## src/rtl/add_stream_sequencer_if.sv

```systemverilog
// Handshake and adder-side bus for add_stream_sequencer: operand input stream,
// adder drive/return, result output stream and the sticky error flag.
interface add_stream_sequencer_if #(
  parameter int unsigned WIDTH = 16
);
  logic             in_valid;
  logic             in_ready;
  logic [0:WIDTH-1] in_a;
  logic [0:WIDTH-1] in_b;
  logic             in_ci;
  logic             in_split;
  logic             in_first;
  logic             in_last;

  logic [0:WIDTH-1] add_a;
  logic [0:WIDTH-1] add_b;
  logic             add_ci;
  logic             add_split;
  logic [0:WIDTH-1] add_s;
  logic             add_co;

  logic             out_valid;
  logic             out_ready;
  logic [0:WIDTH-1] out_s;
  logic             out_co;
  logic             out_last;
  logic             proto_err;

  modport slave (
    input  in_valid, in_a, in_b, in_ci, in_split, in_first, in_last,
    output in_ready,
    output add_a, add_b, add_ci, add_split,
    input  add_s, add_co,
    output out_valid, out_s, out_co, out_last, proto_err,
    input  out_ready
  );

  modport master (
    output in_valid, in_a, in_b, in_ci, in_split, in_first, in_last,
    input  in_ready,
    input  add_a, add_b, add_ci, add_split,
    output add_s, add_co,
    input  out_valid, out_s, out_co, out_last, proto_err,
    output out_ready
  );
endinterface

```

## src/rtl/add_stream_sequencer.sv

```systemverilog
// Operand sequencer and result collector around a 16-bit split-capable adder:
// one operand stage, carry chaining across packet words, and a small result FIFO.
module add_stream_sequencer #(
  parameter int unsigned DEPTH = 2,
  parameter int unsigned WIDTH = 16
) (
  input  logic                  clk,
  input  logic                  rst,
  add_stream_sequencer_if.slave io
);

  localparam int unsigned PTR_W = (DEPTH > 1) ? $clog2(DEPTH) : 1;
  localparam int unsigned CNT_W = $clog2(DEPTH + 1);

  typedef enum logic {
    ST_IDLE,
    ST_IN_PKT
  } state_t;

  typedef struct packed {
    logic [0:WIDTH-1] a;
    logic [0:WIDTH-1] b;
    logic             ci;
    logic             first;
    logic             last;
  } s1_t;

  typedef struct packed {
    logic [0:WIDTH-1] s;
    logic             co;
    logic             last;
  } res_t;

  state_t            state_q, state_d;
  s1_t               s1_q, s1_d;
  logic              s1_valid_q, s1_valid_d;
  logic              carry_q, carry_d;
  logic              mode_q, mode_d;
  logic              perr_q, perr_d;
  res_t              fifo_q [DEPTH];
  res_t              fifo_d [DEPTH];
  logic [PTR_W-1:0]  wr_ptr_q, wr_ptr_d;
  logic [PTR_W-1:0]  rd_ptr_q, rd_ptr_d;
  logic [CNT_W-1:0]  count_q, count_d;

  logic out_valid_c;
  logic pop_c;
  logic s1_move_c;
  logic in_ready_c;
  logic accept_c;
  logic eff_first_c;
  logic frame_err_c;

  function automatic logic [PTR_W-1:0] next_ptr(input logic [PTR_W-1:0] p);
    return (p == PTR_W'(DEPTH - 1)) ? '0 : p + PTR_W'(1);
  endfunction

  // Handshake: s1 drains into the FIFO whenever there is room, including room
  // freed by a pop in the same cycle.
  always_comb begin
    out_valid_c = (count_q != '0);
    pop_c       = out_valid_c && io.out_ready;
    s1_move_c   = s1_valid_q && ((count_q < CNT_W'(DEPTH)) || pop_c);
    in_ready_c  = !s1_valid_q || s1_move_c;
    accept_c    = io.in_valid && in_ready_c;
    eff_first_c = io.in_first || (state_q == ST_IDLE);
    frame_err_c = ((state_q == ST_IDLE) && !io.in_first) ||
                  ((state_q == ST_IN_PKT) && io.in_first);
  end

  // Next-state for framing FSM, operand stage, carry/mode and FIFO.
  always_comb begin
    state_d    = state_q;
    s1_d       = s1_q;
    s1_valid_d = s1_valid_q;
    carry_d    = carry_q;
    mode_d     = mode_q;
    perr_d     = perr_q;
    fifo_d     = fifo_q;
    wr_ptr_d   = wr_ptr_q;
    rd_ptr_d   = rd_ptr_q;
    count_d    = count_q + CNT_W'(s1_move_c) - CNT_W'(pop_c);

    if (s1_move_c) begin
      fifo_d[wr_ptr_q] = '{s: io.add_s, co: io.add_co, last: s1_q.last};
      wr_ptr_d         = next_ptr(wr_ptr_q);
      carry_d          = io.add_co;
      s1_valid_d       = 1'b0;
    end

    if (pop_c) begin
      rd_ptr_d = next_ptr(rd_ptr_q);
    end

    if (accept_c) begin
      s1_valid_d = 1'b1;
      s1_d       = '{a: io.in_a, b: io.in_b, ci: io.in_ci,
                     first: eff_first_c, last: io.in_last};
      if (eff_first_c) begin
        mode_d = io.in_split;
      end
      if (frame_err_c) begin
        perr_d = 1'b1;
      end
      state_d = io.in_last ? ST_IDLE : ST_IN_PKT;
    end
  end

  always_ff @(posedge clk or posedge rst) begin
    if (rst) begin
      state_q    <= ST_IDLE;
      s1_q       <= '0;
      s1_valid_q <= 1'b0;
      carry_q    <= 1'b0;
      mode_q     <= 1'b0;
      perr_q     <= 1'b0;
      wr_ptr_q   <= '0;
      rd_ptr_q   <= '0;
      count_q    <= '0;
      for (int i = 0; i < int'(DEPTH); i++) begin
        fifo_q[i] <= '0;
      end
    end else begin
      state_q    <= state_d;
      s1_q       <= s1_d;
      s1_valid_q <= s1_valid_d;
      carry_q    <= carry_d;
      mode_q     <= mode_d;
      perr_q     <= perr_d;
      wr_ptr_q   <= wr_ptr_d;
      rd_ptr_q   <= rd_ptr_d;
      count_q    <= count_d;
      fifo_q     <= fifo_d;
    end
  end

  // Adder drive: first word takes the packet carry-in, later words chain only in 16-bit mode.
  assign io.add_a     = s1_q.a;
  assign io.add_b     = s1_q.b;
  assign io.add_split = mode_q;
  assign io.add_ci    = s1_q.first ? s1_q.ci : (mode_q & carry_q);

  assign io.in_ready  = in_ready_c;
  assign io.out_valid = out_valid_c;
  assign io.out_s     = out_valid_c ? fifo_q[rd_ptr_q].s    : '0;
  assign io.out_co    = out_valid_c ? fifo_q[rd_ptr_q].co   : 1'b0;
  assign io.out_last  = out_valid_c ? fifo_q[rd_ptr_q].last : 1'b0;
  assign io.proto_err = perr_q;

endmodule

```

## src/flat_wrapper.sv

```systemverilog
// flat-port wrapper written by rule: the top's interface ports become plain ports
module add_stream_sequencer_flat 
#(
  parameter int unsigned DEPTH = 2,
  parameter int unsigned WIDTH = 16
)
  (clk, rst, io_in_valid, io_in_a, io_in_b, io_in_ci, io_in_split, io_in_first, io_in_last, io_in_ready, io_add_a, io_add_b, io_add_ci, io_add_split, io_add_s, io_add_co, io_out_valid, io_out_s, io_out_co, io_out_last, io_proto_err, io_out_ready);
  add_stream_sequencer_if #(.WIDTH(WIDTH)) io_i ();
  input  logic clk;
  input  logic rst;
  input wire logic [$bits(io_i.in_valid)-1:0] io_in_valid;
  input wire logic [$bits(io_i.in_a)-1:0] io_in_a;
  input wire logic [$bits(io_i.in_b)-1:0] io_in_b;
  input wire logic [$bits(io_i.in_ci)-1:0] io_in_ci;
  input wire logic [$bits(io_i.in_split)-1:0] io_in_split;
  input wire logic [$bits(io_i.in_first)-1:0] io_in_first;
  input wire logic [$bits(io_i.in_last)-1:0] io_in_last;
  output wire logic [$bits(io_i.in_ready)-1:0] io_in_ready;
  output wire logic [$bits(io_i.add_a)-1:0] io_add_a;
  output wire logic [$bits(io_i.add_b)-1:0] io_add_b;
  output wire logic [$bits(io_i.add_ci)-1:0] io_add_ci;
  output wire logic [$bits(io_i.add_split)-1:0] io_add_split;
  input wire logic [$bits(io_i.add_s)-1:0] io_add_s;
  input wire logic [$bits(io_i.add_co)-1:0] io_add_co;
  output wire logic [$bits(io_i.out_valid)-1:0] io_out_valid;
  output wire logic [$bits(io_i.out_s)-1:0] io_out_s;
  output wire logic [$bits(io_i.out_co)-1:0] io_out_co;
  output wire logic [$bits(io_i.out_last)-1:0] io_out_last;
  output wire logic [$bits(io_i.proto_err)-1:0] io_proto_err;
  input wire logic [$bits(io_i.out_ready)-1:0] io_out_ready;
  assign io_i.in_valid = io_in_valid;
  assign io_i.in_a = io_in_a;
  assign io_i.in_b = io_in_b;
  assign io_i.in_ci = io_in_ci;
  assign io_i.in_split = io_in_split;
  assign io_i.in_first = io_in_first;
  assign io_i.in_last = io_in_last;
  assign io_in_ready = io_i.in_ready;
  assign io_add_a = io_i.add_a;
  assign io_add_b = io_i.add_b;
  assign io_add_ci = io_i.add_ci;
  assign io_add_split = io_i.add_split;
  assign io_i.add_s = io_add_s;
  assign io_i.add_co = io_add_co;
  assign io_out_valid = io_i.out_valid;
  assign io_out_s = io_i.out_s;
  assign io_out_co = io_i.out_co;
  assign io_out_last = io_i.out_last;
  assign io_proto_err = io_i.proto_err;
  assign io_i.out_ready = io_out_ready;
  add_stream_sequencer #(.DEPTH(DEPTH), .WIDTH(WIDTH)) u_core (.clk(clk), .rst(rst), .io(io_i));
endmodule
```

## config.mk

```make
export PLATFORM = sky130hd
export DESIGN_NAME = add_stream_sequencer_flat
export DESIGN_NICKNAME = d
export VERILOG_FILES = /design/src/rtl/add_stream_sequencer_if.sv /design/src/rtl/add_stream_sequencer.sv /design/src/flat_wrapper.sv
export SDC_FILE = /design/constraint.sdc
export NUM_CORES = 1
export LEC_CHECK = 0
export ABC_AREA = 1
export CAP_MARGIN = 30
export CORE_ASPECT_RATIO = 0.8
export CORE_MARGIN = 1
export CORE_UTILIZATION = 30
export CTS_BUF_LIST = sky130_fd_sc_hd__clkbuf_2
export CTS_CLUSTER_SIZE = 14
export DETAILED_ROUTE_END_ITERATION = 8
export HOLD_SLACK_MARGIN = 0.08
export PLACE_DENSITY = 0.55
export SYNTH_ARGS = -nofsm -noshare
export SYNTH_HDL_FRONTEND = slang
export SYNTH_SLANG_ARGS = --single-unit
```

## constraint.sdc

```tcl
create_clock -name clk -period 3.1 [get_ports clk]
set_input_delay 0.62 -clock clk [delete_from_list [all_inputs] [get_ports clk]]
set_output_delay 0.62 -clock clk [all_outputs]
set_load 0.05 [all_outputs]
```

Word-level counts from Yosys, hierarchy flattened --
Index checks and enable logic that the tools add are counted.
Word-level totals: bits in registers 80, input port bits 57, output and inout port bits 55, word-level logic and storage cells 62
Operators by class: $add $sub $neg 4, order comparisons 4, mux-type cells 15, bitwise operators 4, reduce and logical (&&, ||, !) cells 16
Operator list (count):
- 18-bit 2-to-1 mux | 4
- 36-bit bitwise mux | 1
- 18-bit demux with 1-bit select | 1
- 16-bit 2-to-1 mux | 1
- 1-bit 2-to-1 mux | 8
- 1-bit logical AND | 6
- 2-bit greater-or-equal comparator, second input constant | 2
- 1-bit logical OR | 4
- 1-bit inverter with 2-bit output | 2
- 2-bit AND reduction | 2
- 2-bit nonzero test | 2
- 1-bit adder, second input constant | 2
- 2-bit by 1-bit adder with 2-bit output | 1
- 1-bit logical NOT | 2
- 2-bit by 1-bit less-than comparator with 1-bit output, second input constant | 1
- 2-bit less-than comparator, second input constant | 1
- 2-bit by 1-bit subtractor with 2-bit output | 1
- 1-bit AND | 1
- 1-bit inverter | 1

Depth between registers and ports, before layout --
word-level depth 7, mapped depth 7, mapped depth without buffers 6

Worst setup path after synthesis --
Ideal clock, no wire load.
path type register to output, start point register u_core.count_q[1], end point output io_out_s[10], arrival 1.925 ns, required time 2.480 ns, path slack 0.555 ns, cell stages (with the launch flop) 6, path buffers 1, path through dfrtp_1 -> inv_1 -> nand2_1 -> inv_2 -> buf_2 -> a21oi_1
Between the ends: word-level cells in the longest chain between the ends 2
Ends and longest elaborated chain:
- from (decl) | RTL line add_stream_sequencer.sv:44 | logic [CNT_W-1:0] count_q, count_d;
- from (signal assigned) | RTL line add_stream_sequencer.sv:132 | count_q <= count_d;
- 2-bit nonzero test | RTL line add_stream_sequencer.sv:61 | out_valid_c = (count_q != '0);
- named net io_out_valid | RTL line flat_wrapper.sv:25 | output wire logic [$bits(io_i.out_valid)-1:0] io_out_valid;
- 16-bit 2-to-1 mux | RTL line add_stream_sequencer.sv:145 | assign io.out_s = out_valid_c ? fifo_q[rd_ptr_q].s : '0;
- to (decl) | RTL line flat_wrapper.sv:26 | output wire logic [$bits(io_i.out_s)-1:0] io_out_s;
The timed path passes the listed nets, and every way through them passes these cells.

Worst setup path after layout --
start point register u_core.count_q[1], end point output io_out_s[10]
Between the ends: word-level cells in the longest chain between the ends 2
Ends and longest elaborated chain (RTL line):
- 2-bit nonzero test | add_stream_sequencer.sv:61
- 16-bit 2-to-1 mux | add_stream_sequencer.sv:145
Every way passes these cells.

==> flow_metrics.py <==
metrics = {
    "drt": {
        "ant_nets": 0,
        "post_drt_wl_per_cell_um": 12.8,
        "drt_iter0_markers": 155,
        "dr.pass1.iters": 4,
        "routed_wl_um": 8380,
        "drc": 0,
        "vias": 2855,
        "routed_via_density": 4.38,
    },
    "timing": {
        "fmax_ghz": 0.348,
        "worst_pin_slew_ps": 691,
        "rsz0062_at_grt": "no",
        "final_max_slew_viol_count": 0,
        "hold_viol": 0,
        "slew_headroom_pct": 53.9,
        "finalSetupTns_ps": 0,
        "setup_viol": 0,
        "post-route-min-period_ps": 2870,
        "fin_ws_ps": 230,
        "skew_ps": 17.1,
        "fin_crit_sh_pct": 92.6,
    },
    "floorplanning": {
        "start_util_pct": 31.1,
        "die_h_um": 100,
        "die-width_um": 125,
        "design.core.area_um2": 11600,
        "rows": 35,
        "ios": 112,
        "dieArea_um2": 12500,
    },
    "synth": {
        "syn_area_per_cell_um2": 8.46,
        "synth.cell_area_um2": 3610,
        "synth_fa_ha_area_share_pct": 0.347,
        "syn_inst": 427,
        "synth_area_leaders": "dfrtp_1, nand2_1, buf_4, nand3_1, o21ai_0",
        "muxShareOfSynthArea_pct": 0,
        "synth_xor_area_share_pct": 0.243,
        "ys_warn_count": 0,
        "ys_seq_area_share_pct": 55.4,
        "synth_top_family_by_area": "simple AND/OR/NAND/NOR gates",
        "synth-compound-area-share_pct": 8.11,
        "yosys_register_bits": 80,
        "syn_nets": 485,
        "synth-simple-area-share_pct": 23.0,
        "synth.distinct_cells": 20,
        "synth.top_cell.area_share_pct": 55.4,
        "synth.largest_area_cell": "dfrtp_1",
    },
    "cells_and_area": {
        "areaGrowthSynthToFinish_pct": 31.5,
        "layout_commonest_cell": "nand2_1",
        "final_layout_size_suffix_gt1_share_pct": 4.96,
        "fin_cells": 652,
        "final_cell_mix": "nand2_1, clkdlybuf4s50_1, dfrtp_1",
        "insertedDiodeCount": 0,
        "final_core_util_pct": 40.9,
        "final_nets": 558,
    },
    "place": {
        "place_ws_ps": 707,
        "io_buffers": 111,
        "gp_congestion": 0.720,
        "dp.cells": 637,
        "place_hpwl_um": 5470,
    },
    "global_routing": {
        "grt_start_max_net_pins": 50,
        "grt_usage_pct": 14.1,
        "grt_first_pass_wirelength_um": 13800,
        "grt-ovfl-total": 0,
        "grt_antenna_before_repair": 0,
        "first_global_vias": 2807,
    },
    "worst_setup_path": {
        "path_max_fanout": 18,
        "end_kind": "primary output",
        "cp-start-kind": "flop",
        "crit_arrival_ps": 2250,
        "critPathKind": "flop to primary output",
        "crit_required_ps": 2480,
    },
    "status": {
        "status": "finished, final reports clean",
    },
    "clocking": {
        "post_cts_buffers": 0,
        "cts_tree": "built",
        "clock_latency_ps": 520,
        "cts.sinks": 80,
        "cts_buffers": 9,
        "clock_path_buffers": 2,
        "cts_max_level": 3,
        "cts_root_buf": "clkbuf_2",
        "clkSlewWorstSetupHoldPaths_ps": 210,
    },
    "pwr": {
        "p_per_area_nw_per_um2": 946,
        "cellLeakagePower_nw": 2.48,
        "p_comb_share_pct": 52.9,
        "seqPwrFrac_pct": 35.7,
        "power.switching_mw": 2.17,
        "swShare_pct": 48.3,
        "intPower_mw": 2.32,
        "peakVddDrop_uv": 305,
        "p_clk_share_pct": 11.5,
    },
    "flow_run": {
        "cap_violations": 0,
    },
    "hold_path": {
        "hp-class": "input port to asynchronous set/reset pin",
    },
}
==> critical path, cell delays in order, from the launching register on <==
cell             delay, ps
dfrtp_1                460
inv_1                   60
nand2_1                100
inv_2                  150
a21oi_1                150
clkdlybuf4s50_1        810
==> final timing paths <==
kind	cells past startpoint	to	startpoint	slack, ps
worst max-delay path	5	io_out_s[10]	u_core.count_q[1]$_DFF_PP0_	230
worst min-delay path	2	u_core.io.add_b[11]$_DFFE_PP0P_	rst	430
worst max register to register	3	u_core.fifo_q[28]$_DFFE_PP0P_	u_core.count_q[1]$_DFF_PP0_	1470
worst min register to register	2	u_core.io.add_b[15]$_DFFE_PP0P_	u_core.io.add_b[15]$_DFFE_PP0P_	500
max in group asynchronous	3	u_core.fifo_q[24]$_DFFE_PP0P_	rst	1980
min in group clk	2	u_core.io.add_b[15]$_DFFE_PP0P_	u_core.io.add_b[15]$_DFFE_PP0P_	500
==> logic make-up (layout without fill, tap and decap cells) <==
kind of cell	after synthesis	count (layout)
xor gates and xnor gates	1	1
buffers and inverters	83	160
and+or+nand+nor	204	204
DFF	80	80
AOI/OAI and AO/OA	58	58
adders and majority gates	1	1
==> power groups by stage <==
| stage | logic [mW] | clock network (mW) | registers (mW) |
|---|---|---|---|
| 2_1_floorplan | 1.80 | 0 | 1.58 |
| 3_3_place_gp | 2.39 | 0 | 1.62 |
| 3_5_place_dp | 2.41 | 0 | 1.62 |
| 4_1_cts | 2.42 | 0.547 | 1.60 |
| 5_1_grt | 2.58 | 0.588 | 1.65 |
| 6_report | 2.37 | 0.515 | 1.60 |
==> state kept, by name, summed over array words and instances (netlist names), 2 cells and up <==
name / cells
u_core.s1_q: 3
u_core.io.add_b: 16
u_core.count_q: 2
u_core.fifo_q: 36
u_core.io.add_a: 16
==> per-stage QoR <==
| step | hold slack, ps | cell area [um2] | total power, mW |
|---|---|---|---|
| detailed placement | 462 | 4610 | 4.03 |
| global route | 400 | 4750 | 4.81 |
| floorplan | 442 | 3610 | 3.38 |
| CTS | 386 | 4710 | 4.56 |
| global placement | 454 | 4610 | 4.01 |
| finish | 435 | 4750 | 4.49 |
==> per-layer routing <==
layer,track usage (%),part of all wire (%),wire length (um),up-vias
li1,-,-,-,1455
met3,7.78,10,851,9
met1,18.8,49,4110,1293
met2,19.2,40,3330,98
met4,4.17,1.1,94,0
met5,0,0,0,-
==> repair_timing <==
| item | 4_1_cts | 5_1_grt |
|---|---|---|
| gates resized for setup | 0 | 15 |
| hold buffers | 0 | 0 |
| setup endpoints to repair | 0 | 15 |
==> cells in the mapped netlist, drive strengths merged <==
cell    number
dfrtp       80
nand2      163
nand3       40
clkbuf       2
a21oi       18
nand4        1
inv         29
ha           1
o21ai       39
buf         52
o21bai       1
xor2         1
==> area by class of cell <==
class,instances,area (um2)
fillers,1172,6860
flip-flops and latches,80,2000
repair buffers,116,1210
multi-input cells,264,1140
well taps,148,185
inverters,29,110
clock inverters,6,51.3
clock buffers,9,45.0
Note: power is estimated with default switching activity, not from simulation.
